`src/rtl/lagtester_pkg.sv`:
```
`default_nettype none
// ============================================================================
// Module      : lagtester_pkg
// Description : Shared state encoding and timing constants for the lag tester.
// Revision    : 1.0 - initial release
// ============================================================================
package lagtester_pkg;

    typedef enum logic [1:0] {
        SETTLE  = 2'd0,
        ARMED   = 2'd1,
        MEASURE = 2'd2
    } state_t;

    localparam int unsigned c_clock_hz            = 27_000_000;
    // 300 ms worth of sensor-domain cycles
    localparam int unsigned c_timeout_cyc_default = 8_100_000;

endpackage
`default_nettype wire

```
`src/rtl/lag_batch_averager.sv`:
```
`default_nettype none
// ============================================================================
// Module      : lag_batch_averager
// Description : Accumulates a power-of-two batch of samples, emits the mean.
// Revision    : 1.0 - initial release
// ============================================================================
module lag_batch_averager #(
    parameter int CNT_W        = 24,
    parameter int LOG2_SAMPLES = 4
) (
    input  logic                    clk,
    input  logic                    rst,
    input  logic                    i_clear,
    input  logic                    i_valid,
    input  logic [CNT_W-1:0]        i_value,
    output logic                    o_avg_valid,
    output logic [CNT_W-1:0]        o_avg_value,
    output logic [LOG2_SAMPLES:0]   o_batch_count
);

    // Wide enough to hold 2**LOG2_SAMPLES full-scale samples without overflow
    localparam int c_acc_w = CNT_W + LOG2_SAMPLES;
    localparam logic [LOG2_SAMPLES:0] c_batch_full = (LOG2_SAMPLES + 1)'(2 ** LOG2_SAMPLES);

    logic [c_acc_w-1:0]      r_acc;
    logic [LOG2_SAMPLES:0]   r_batch;
    logic                    r_avg_valid;
    logic [CNT_W-1:0]        r_avg_value;

    logic [c_acc_w-1:0]      w_sum;
    logic [LOG2_SAMPLES:0]   w_next_batch;

    assign w_sum        = r_acc + {{LOG2_SAMPLES{1'b0}}, i_value};
    assign w_next_batch = r_batch + (LOG2_SAMPLES + 1)'(1);

    always_ff @(posedge clk) begin
        if (rst) begin
            r_acc       <= '0;
            r_batch     <= '0;
            r_avg_valid <= 1'b0;
            r_avg_value <= '0;
        end else begin
            r_avg_valid <= 1'b0;
            if (i_clear) begin
                r_acc   <= '0;
                r_batch <= '0;
            end else if (i_valid) begin
                if (w_next_batch == c_batch_full) begin
                    r_avg_value <= w_sum[c_acc_w-1:LOG2_SAMPLES];
                    r_avg_valid <= 1'b1;
                    r_acc       <= '0;
                    r_batch     <= '0;
                end else begin
                    r_acc   <= w_sum;
                    r_batch <= w_next_batch;
                end
            end
        end
    end

    assign o_avg_valid   = r_avg_valid;
    assign o_avg_value   = r_avg_value;
    assign o_batch_count = r_batch;

endmodule
`default_nettype wire

```
`src/rtl/lag_measure_sequencer.sv`:
```
`default_nettype none
// ============================================================================
// Module      : lag_measure_sequencer
// Description : Times flash-to-sensor latency per start pulse, with timeout,
//               post-config settling and batch averaging.
// Revision    : 1.0 - initial release
// ============================================================================
module lag_measure_sequencer
    import lagtester_pkg::*;
#(
    parameter int CNT_W         = 24,
    parameter int TIMEOUT_CYC   = c_timeout_cyc_default,
    parameter int SETTLE_STARTS = 4,
    parameter int LOG2_SAMPLES  = 4
) (
    input  logic                    clock,
    input  logic                    rst,
    input  logic                    start_pulse,
    input  logic                    sensor_trigger,
    input  logic                    config_changed,
    output logic                    armed,
    output logic                    measuring,
    output logic                    sample_valid,
    output logic [CNT_W-1:0]        sample_value,
    output logic                    timeout_pulse,
    output logic                    avg_valid,
    output logic [CNT_W-1:0]        avg_value,
    output logic [LOG2_SAMPLES:0]   batch_count
);

    localparam int                c_settle_w   = $clog2(SETTLE_STARTS + 1);
    localparam logic [c_settle_w-1:0] c_settle_last = c_settle_w'(SETTLE_STARTS - 1);
    localparam logic [CNT_W-1:0]  c_timeout    = CNT_W'(TIMEOUT_CYC);
    localparam logic [CNT_W-1:0]  c_cnt_max    = '1;

    state_t                  r_state;
    logic [c_settle_w-1:0]   r_settle_cnt;
    logic [CNT_W-1:0]        r_counter;
    logic                    r_sample_valid;
    logic [CNT_W-1:0]        r_sample_value;
    logic                    r_timeout_pulse;

    logic                    w_sample_fire;

    // Same-cycle event feeds the averager so avg_valid lines up with sample_valid
    assign w_sample_fire = (r_state == MEASURE) && sensor_trigger && !config_changed;

    always_ff @(posedge clock) begin
        if (rst) begin
            r_state         <= SETTLE;
            r_settle_cnt    <= '0;
            r_counter       <= '0;
            r_sample_valid  <= 1'b0;
            r_sample_value  <= '0;
            r_timeout_pulse <= 1'b0;
        end else begin
            r_sample_valid  <= 1'b0;
            r_timeout_pulse <= 1'b0;
            if (config_changed) begin
                r_state      <= SETTLE;
                r_settle_cnt <= '0;
                r_counter    <= '0;
            end else begin
                case (r_state)
                    SETTLE: begin
                        if (start_pulse) begin
                            r_settle_cnt <= r_settle_cnt + c_settle_w'(1);
                            if (r_settle_cnt == c_settle_last) begin
                                r_state <= ARMED;
                            end
                        end
                    end
                    ARMED: begin
                        if (start_pulse) begin
                            r_counter <= CNT_W'(1);
                            r_state   <= MEASURE;
                        end
                    end
                    MEASURE: begin
                        // A sensor edge on the timeout cycle still counts as a sample
                        if (sensor_trigger) begin
                            r_sample_valid <= 1'b1;
                            r_sample_value <= r_counter;
                            r_state        <= ARMED;
                        end else if (r_counter == c_timeout) begin
                            r_timeout_pulse <= 1'b1;
                            r_state         <= ARMED;
                        end else if (r_counter != c_cnt_max) begin
                            r_counter <= r_counter + CNT_W'(1);
                        end
                    end
                    default: begin
                        r_state <= SETTLE;
                    end
                endcase
            end
        end
    end

    lag_batch_averager #(
        .CNT_W        (CNT_W),
        .LOG2_SAMPLES (LOG2_SAMPLES)
    ) u_batch_averager (
        .clk           (clock),
        .rst           (rst),
        .i_clear       (config_changed),
        .i_valid       (w_sample_fire),
        .i_value       (r_counter),
        .o_avg_valid   (avg_valid),
        .o_avg_value   (avg_value),
        .o_batch_count (batch_count)
    );

    assign armed         = (r_state == ARMED);
    assign measuring     = (r_state == MEASURE);
    assign sample_valid  = r_sample_valid;
    assign sample_value  = r_sample_value;
    assign timeout_pulse = r_timeout_pulse;

endmodule
`default_nettype wire

```
`config.mk`:
```
export PLATFORM = sky130hd
export DESIGN_NAME = lag_measure_sequencer
export DESIGN_NICKNAME = d
export VERILOG_FILES = /design/src/rtl/lagtester_pkg.sv /design/src/rtl/lag_batch_averager.sv /design/src/rtl/lag_measure_sequencer.sv
export SDC_FILE = /design/constraint.sdc
export NUM_CORES = 1
export LEC_CHECK = 0
export ABC_AREA = 1
export CAP_MARGIN = 20
export CORE_AREA = 3 3 137 139
export DETAILED_ROUTE_END_ITERATION = 8
export DIE_AREA = 0 0 140 142
export GPL_ROUTABILITY_DRIVEN = 0
export PLACE_DENSITY = 0.61
export SLEW_MARGIN = 20
export SYNTH_ARGS = -nofsm -noshare
export SYNTH_HDL_FRONTEND = slang
export SYNTH_SLANG_ARGS = --single-unit
```
`constraint.sdc`:
```
create_clock -name clock -period 3.5 [get_ports clock]
set_input_delay 0.7 -clock clock [delete_from_list [all_inputs] [get_ports clock]]
set_output_delay 0.7 -clock clock [all_outputs]
set_load 0.01 [all_outputs]
```
==> results of run 1 <==
worst max-delay path by stage:
stage / endpoint / slack [ns] / depth (start not counted)
finish: u_batch_averager.r_acc[16] / 0.93 / 14
CTS: u_batch_averager.r_acc[16] / 0.97 / 14
detailed placement: u_batch_averager.r_acc[27] / 0.88 / 9
global route: u_batch_averager.r_acc[16] / 0.75 / 14
global placement: u_batch_averager.r_acc[25] / 0.92 / 9
floorplan: u_batch_averager.r_acc[16] / 1.53 / 13
layout make-up:
type,count,area share
clock buffers,18,0.0515
clock inverters,14,0.0238
inverters,166,0.0737
multi-input cells,798,0.467
flip-flops and latches,113,0.265
well taps,229,0.0336
repair buffers,72,0.0846
cells by family (layout without fill, tap and decap cells):
family                     Yosys count  after routing  share of synthesized area
DFF                                113            113                      0.322
xor gates and xnor gates            25             25                     0.0311
and+or+nand+nor                    591            591                      0.359
adders and majority gates           30             30                     0.0545
AOI/OAI and AO/OA                  152            152                      0.121
buffers and inverters              194            270                      0.112
per-layer routing:
| metal | up-vias | part of all wire | global-route usage |
|---|---|---|---|
| li1 | 3609 | - | - |
| met1 | 3056 | 0.50 | 0.298 |
| met2 | 226 | 0.42 | 0.308 |
| met3 | 21 | 0.066 | 0.0433 |
| met4 | 0 | 0.017 | 0.0643 |
| met5 | - | 0 | 0 |
critical path: stages, from the launching register on:
cell and delay, ns:
dfxtp_1 0.30, buf_4 0.17, ha_1 0.23, inv_1 0.07, fa_1 0.35, inv_1 0.12, nand3_1 0.09, nand3_1 0.28
nand2_1 0.10, nand2_1 0.16, nand2_1 0.07, nand2_1 0.11, xor2_1 0.26, nand2_1 0.08, a21oi_1 0.12
through the flow:
stage               utilization  hold WS, ns  power, mW
finish                    0.479        0.472       3.25
global route              0.479        0.486       3.34
CTS                       0.479        0.475       3.27
detailed placement        0.443        0.465       1.36
global placement          0.443        0.455       1.36
floorplan                     -        0.443       1.34
flip-flops by register name, indices dropped and copies added, names as in the netlist:
register / flops
timeout_pulse: 1
u_batch_averager.r_acc: 28
u_batch_averager.o_avg_value: 24
u_batch_averager.o_avg_valid: 1
r_state: 2
r_counter: 24
sample_valid: 1
u_batch_averager.o_batch_count: 5
r_settle_cnt: 3
sample_value: 24
power by group through the flow:
stage,Clock [mW],Sequential [mW],Combinational [mW]
after detailed placement,0,1.32,0.0481
after global placement,0,1.32,0.0481
final,1.92,1.29,0.0481
after global routing,2.00,1.29,0.0529
after floorplan,0,1.32,0.0267
after CTS,1.94,1.29,0.0483
cell usage in the layout, fill, tap and decap left out, drive strengths merged, types with 10 or more instances in the layout:
cell type / n
clkbuf: 18
nand3: 53
nand2: 357
nand4: 19
nor3: 17
o21ai: 50
xor2: 23
inv: 167
ha: 29
clkdlybuf4s50: 62
nor2: 131
a21oi: 92
dfxtp: 113
buf: 10
==> flow_metrics.env, run 1 <==
export IMPL_hold_end="u_batch_averager.r_acc[2]"
export IMPL_drtAntennaViolNets=0
export IMPL_synth_top_area_cell="dfxtp_1"
export IMPL_post_drt_wl_per_cell_um=14.4
export IMPL_setup_violations=0
export IMPL_die_area_um2=19900
export IMPL_pwr_share_seq=0.396
export IMPL_clk_latency_ns=0.43
export IMPL_cts_sinks=113
export IMPL_synth_top_area_share=0.322
export IMPL_grt_overflow=0
export IMPL_synth_commonest_cells="342 x nand2_1, 153 x inv_1, 125 x nor2_1"
export IMPL_slew_headroom=0.618
export IMPL_holdBufCountCts=0
export IMPL_drc_errors=0
export IMPL_hold_path_startpoint="u_batch_averager.r_acc[2]"
export IMPL_vias=6912
export IMPL_fin_worst_skew_ns=0.00854
export IMPL_die_h_um=142
export IMPL_hp_class="flip-flop to flip-flop"
export IMPL_critPathCaptureType="flip-flop"
export IMPL_multi_input_area_um2=3980
export IMPL_drv_cap=0
export IMPL_cts_max_level=4
export IMPL_io_buffer_count=62
export IMPL_core_area_um2=17800
export IMPL_r2r_slack_ns=0.93
export IMPL_initialDrtViolationCount=574
export IMPL_fin_crit_sh=0.735
export IMPL_ios=63
export IMPL_cp_max_fo=7
export IMPL_status="complete, no violations"
export IMPL_max_clock_freq_ghz=0.389
export IMPL_synth_fp_nets=1140
export IMPL_ys_flop_type="dfxtp_1"
export IMPL_hold_violations=0
export IMPL_synthToLayoutAreaGrowth_pct=21.2
export IMPL_syn_area_per_cell_um2=6.36
export IMPL_fin_crit_ns=2.57
export IMPL_antenna_found_initial=0
export IMPL_reg2regPathDepth=14
export IMPL_crit_type="flip-flop to flip-flop"
export IMPL_rsz0062_at_grt="false"
export IMPL_ys_seq_elements=113
export IMPL_grt_max_degree=36
export IMPL_fill_cells=1819
export IMPL_cts_tree="built"
export IMPL_vias_per_cell=4.90
export IMPL_synth_cell_types=46
export IMPL_cts_buffers=17
export IMPL_placed_cells=1378
export IMPL_switching_share=0.224
export IMPL_ys_top_cells_by_area="dfxtp_1 32%, nand2_1 18%, inv_1 8.2%"
export IMPL_grt_pass1_wl_um=32800
export IMPL_grt_pass1_vias=6272
export IMPL_syn_area_um2=7030
export IMPL_place_ws_ns=0.880
export IMPL_grtUsageTotal=0.206
export IMPL_synthesis_instances=1105
export IMPL_async_reset_ff_frac=0
export IMPL_timing_rr_end="u_batch_averager.r_acc[16]"
export IMPL_wirelength_um=20300
export IMPL_leakagePower_nw=3.82
export IMPL_cp_startpoint="r_counter[0]"
export IMPL_fp_row_count=49
export IMPL_synth_edf_count=0
export IMPL_final_nets=1203
export IMPL_cts_clk_slew_worst_paths_ns=0.06
export IMPL_synth_most_common_cell="nand2_1"
export IMPL_hold_depth=2
export IMPL_clockBufferDepth=2
export IMPL_dr_pass1_iters=7
export IMPL_worst_pin_slew_ns=0.570
export IMPL_placed_area_um2=7880
export IMPL_crit_arrival_ns=2.94
export IMPL_antenna_cells=0
export IMPL_slew_violations=0
export IMPL_pwr_density_cell_nw_per_um2=382
export IMPL_r2r_start="r_counter[0]"
export IMPL_dieWidth_um=140
export IMPL_yosys_warnings=0
export IMPL_setup_worst_path_start_class="flip-flop"
export IMPL_ir_drop_uv=311
export IMPL_drive_gt1_frac=0.0838
export IMPL_p_sw_mw=0.730
export IMPL_cts_setup_buffers=0
export IMPL_internal_power_mw=2.52
export IMPL_setup_tns_ns=0
export IMPL_combPwrFrac=0.015
export IMPL_fin_area_um2=8520
export IMPL_cts_resized_gates=0
export IMPL_ff_latch_area_um2=2260
export IMPL_yosysSeqAreaShare=0.322
export IMPL_cp_required_ns=3.86
export IMPL_setup_ws_ns=0.928
export IMPL_initial_core_util=0.395
export IMPL_fin_cells=1410
export IMPL_dp_hpwl_um=15300
export IMPL_power_frac_clock=0.589
export IMPL_cts_root_buf="clkbuf_16"
Power figures use the tool's default switching activity.
==> inputs of run 2 (changes only) <==
==> constraint.sdc (replaced) <==
create_clock -name clock -period 2.43 [get_ports clock]
set_input_delay 0.486 -clock clock [delete_from_list [all_inputs] [get_ports clock]]
set_output_delay 0.486 -clock clock [all_outputs]
set_load 0.01 [all_outputs]
==> flow_metrics.env, run 2 (same netlist as run 1, synthesis figures left out) <==
export IMPL_status="complete, no violations"
export IMPL_hp_class="flip-flop to flip-flop"
export IMPL_final_common_cell="nand2_1"
export IMPL_crit_type="flip-flop to flip-flop"
export IMPL_synthToLayoutAreaGrowth_pct=22.8
export IMPL_grtUsageTotal=0.216
export IMPL_slew_violations=0
export IMPL_cp_max_fo=6
export IMPL_cts_root_buf="clkbuf_16"
export IMPL_clockBufferDepth=2
export IMPL_ir_drop_uv=400
export IMPL_cp_required_ns=2.75
export IMPL_vias=7027
export IMPL_io_buffer_count=62
export IMPL_wl_met3_um=1320
export IMPL_core_area_um2=17800
export IMPL_cts_setup_buffers=0
export IMPL_fin_area_um2=8630
export IMPL_cts_sinks=113
export IMPL_initialDrtViolationCount=552
export IMPL_max_clock_freq_ghz=0.446
export IMPL_wirelength_um=21200
export IMPL_final_nets=1216
export IMPL_initial_core_util=0.395
export IMPL_pwr_density_cell_nw_per_um2=528
export IMPL_cts_tree="built"
export IMPL_placed_area_um2=8020
export IMPL_route_met2_wl_um=8990
export IMPL_antenna_cells=0
export IMPL_p_total_mw=4.56
export IMPL_grt_pass1_vias=6411
export IMPL_grt_pass1_wl_um=34400
export IMPL_die_area_um2=19900
export IMPL_vias_per_cell=4.94
export IMPL_drc_errors=0
export IMPL_post_drt_wl_per_cell_um=14.9
export IMPL_drive_gt1_frac=0.0921
export IMPL_worst_pin_slew_ns=0.467
export IMPL_rsz0062_at_grt="false"
export IMPL_cts_max_level=4
export IMPL_m1WireLength_um=10600
export IMPL_hold_violations=0
export IMPL_dp_hpwl_um=15900
export IMPL_dr_pass1_iters=5
export IMPL_crit_chain="ha_1 > nand2_1 > nor2_1 > nand3_1 > nand3b_1 > nand2_1 > nand2_1 > nand2_1 > nand2_1 > nand2_1 > nand2_1 > inv_1"
export IMPL_clk_latency_ns=0.42
export IMPL_fin_crit_sh=0.923
export IMPL_slew_headroom=0.688
export IMPL_dieWidth_um=140
export IMPL_critPathCaptureType="flip-flop"
export IMPL_fp_row_count=49
export IMPL_setup_violations=0
export IMPL_top_layer="met4"
export IMPL_ios=63
export IMPL_crit_arrival_ns=2.56
export IMPL_setup_tns_ns=0
export IMPL_cts_clk_slew_worst_paths_ns=0.05
export IMPL_leakagePower_nw=3.90
export IMPL_fin_crit_ns=2.24
export IMPL_grt_max_degree=50
export IMPL_holdBufCountCts=0
export IMPL_fin_worst_skew_ns=0.00930
export IMPL_drv_cap=0
export IMPL_most_common_layout_cells="342 x nand2_1, 153 x inv_1, 125 x nor2_1"
export IMPL_worst_path_max_delay_cell="dfxtp_1"
export IMPL_cts_buffers=17
export IMPL_crit_top_cell="nand2_1"
export IMPL_slowest_delay_ns=0.41
export IMPL_largest_reg_flops=28
export IMPL_setup_worst_path_start_class="flip-flop"
export IMPL_holdWs_ns=0.472
export IMPL_drtAntennaViolNets=0
export IMPL_antenna_found_initial=0
export IMPL_die_h_um=142
export IMPL_regMostFlops="u_batch_averager.r_acc"
export IMPL_grt_overflow=0
==> run 2: cell count changes in the layout (fill, tap and decap cells not counted), sizes merged <==
cell	previous run	this run
buf	10	23
clkbuf	18	21
clkinv	5	9
clkinvlp	4	1
inv	167	163
==> run 2: worst max-delay path: cells and delay by family (launching register included) <==
family / cells / cell delay (ns)
flops: 1 / 0.41
simple gates: 10 / 1.29
buf+inv: 1 / 0.03
fa+ha+maj: 1 / 0.40
==> run 2: per-stage QoR <==
| step | setup slack [ns] | cells | util |
|---|---|---|---|
| 2_1_floorplan | 0.462 | 1105 | - |
| 3_3_place_gp | 0.283 | 1391 | 0.451 |
| 3_5_place_dp | 0.203 | 1391 | 0.451 |
| 4_1_cts | 0.197 | 1423 | 0.485 |
| 5_1_grt | 0.0230 | 1423 | 0.486 |
| 6_report | 0.186 | 1423 | 0.486 |
==> run 2: area by class of cell <==
cell class / count / area [µm²]
fillers: 1850 / 9150
inverters: 166 / 628
clock inverters: 11 / 161
flip-flops and latches: 113 / 2260
well taps: 229 / 287
multi-input cells: 798 / 3990
clock buffers: 21 / 450
repair buffers: 85 / 856
==> run 2: layer usage <==
layer	up-vias	global-route usage
met1	3163	0.316
met3	23	0.0420
li1	3626	-
met4	0	0.0602
met2	215	0.326
met5	-	0
==> run 2: worst paths after layout <==
kind | start | end | slack [ns] | cells past startpoint
setup reg to reg | r_counter[10] | u_batch_averager.o_avg_value[15] | 0.19 | 12
setup / recovery | r_counter[10] | u_batch_averager.o_avg_value[15] | 0.19 | 12
hold / removal | u_batch_averager.r_acc[0] | u_batch_averager.r_acc[0] | 0.47 | 2
hold reg to reg | u_batch_averager.r_acc[0] | u_batch_averager.r_acc[0] | 0.47 | 2
==> run 2: timing repair <==
action / CTS / global route
endpoints found under the hold margin: 0 / 0
setup endpoints to repair: 0 / 4
resized for setup: 0 / 1
==> run 2: power by group <==
group / internal (mW) / total (mW) / switching, mW
logic: 0.0211 / 0.0699 / 0.0488
registers: 1.86 / 1.86 / 0.00110
clock network: 1.73 / 2.63 / 0.897
==> inputs of run 3 (changes only) <==
--- a/config.mk
+++ b/config.mk
@@ -12,7 +12,6 @@
 export DIE_AREA = 0 0 140 142
 export GPL_ROUTABILITY_DRIVEN = 0
 export PLACE_DENSITY = 0.61
-export SLEW_MARGIN = 20
 export SYNTH_ARGS = -nofsm -noshare
 export SYNTH_HDL_FRONTEND = slang
 export SYNTH_SLANG_ARGS = --single-unit
==> results of run 3 <==
No change in the layout: final DEF, timing and power equal those of run 2.
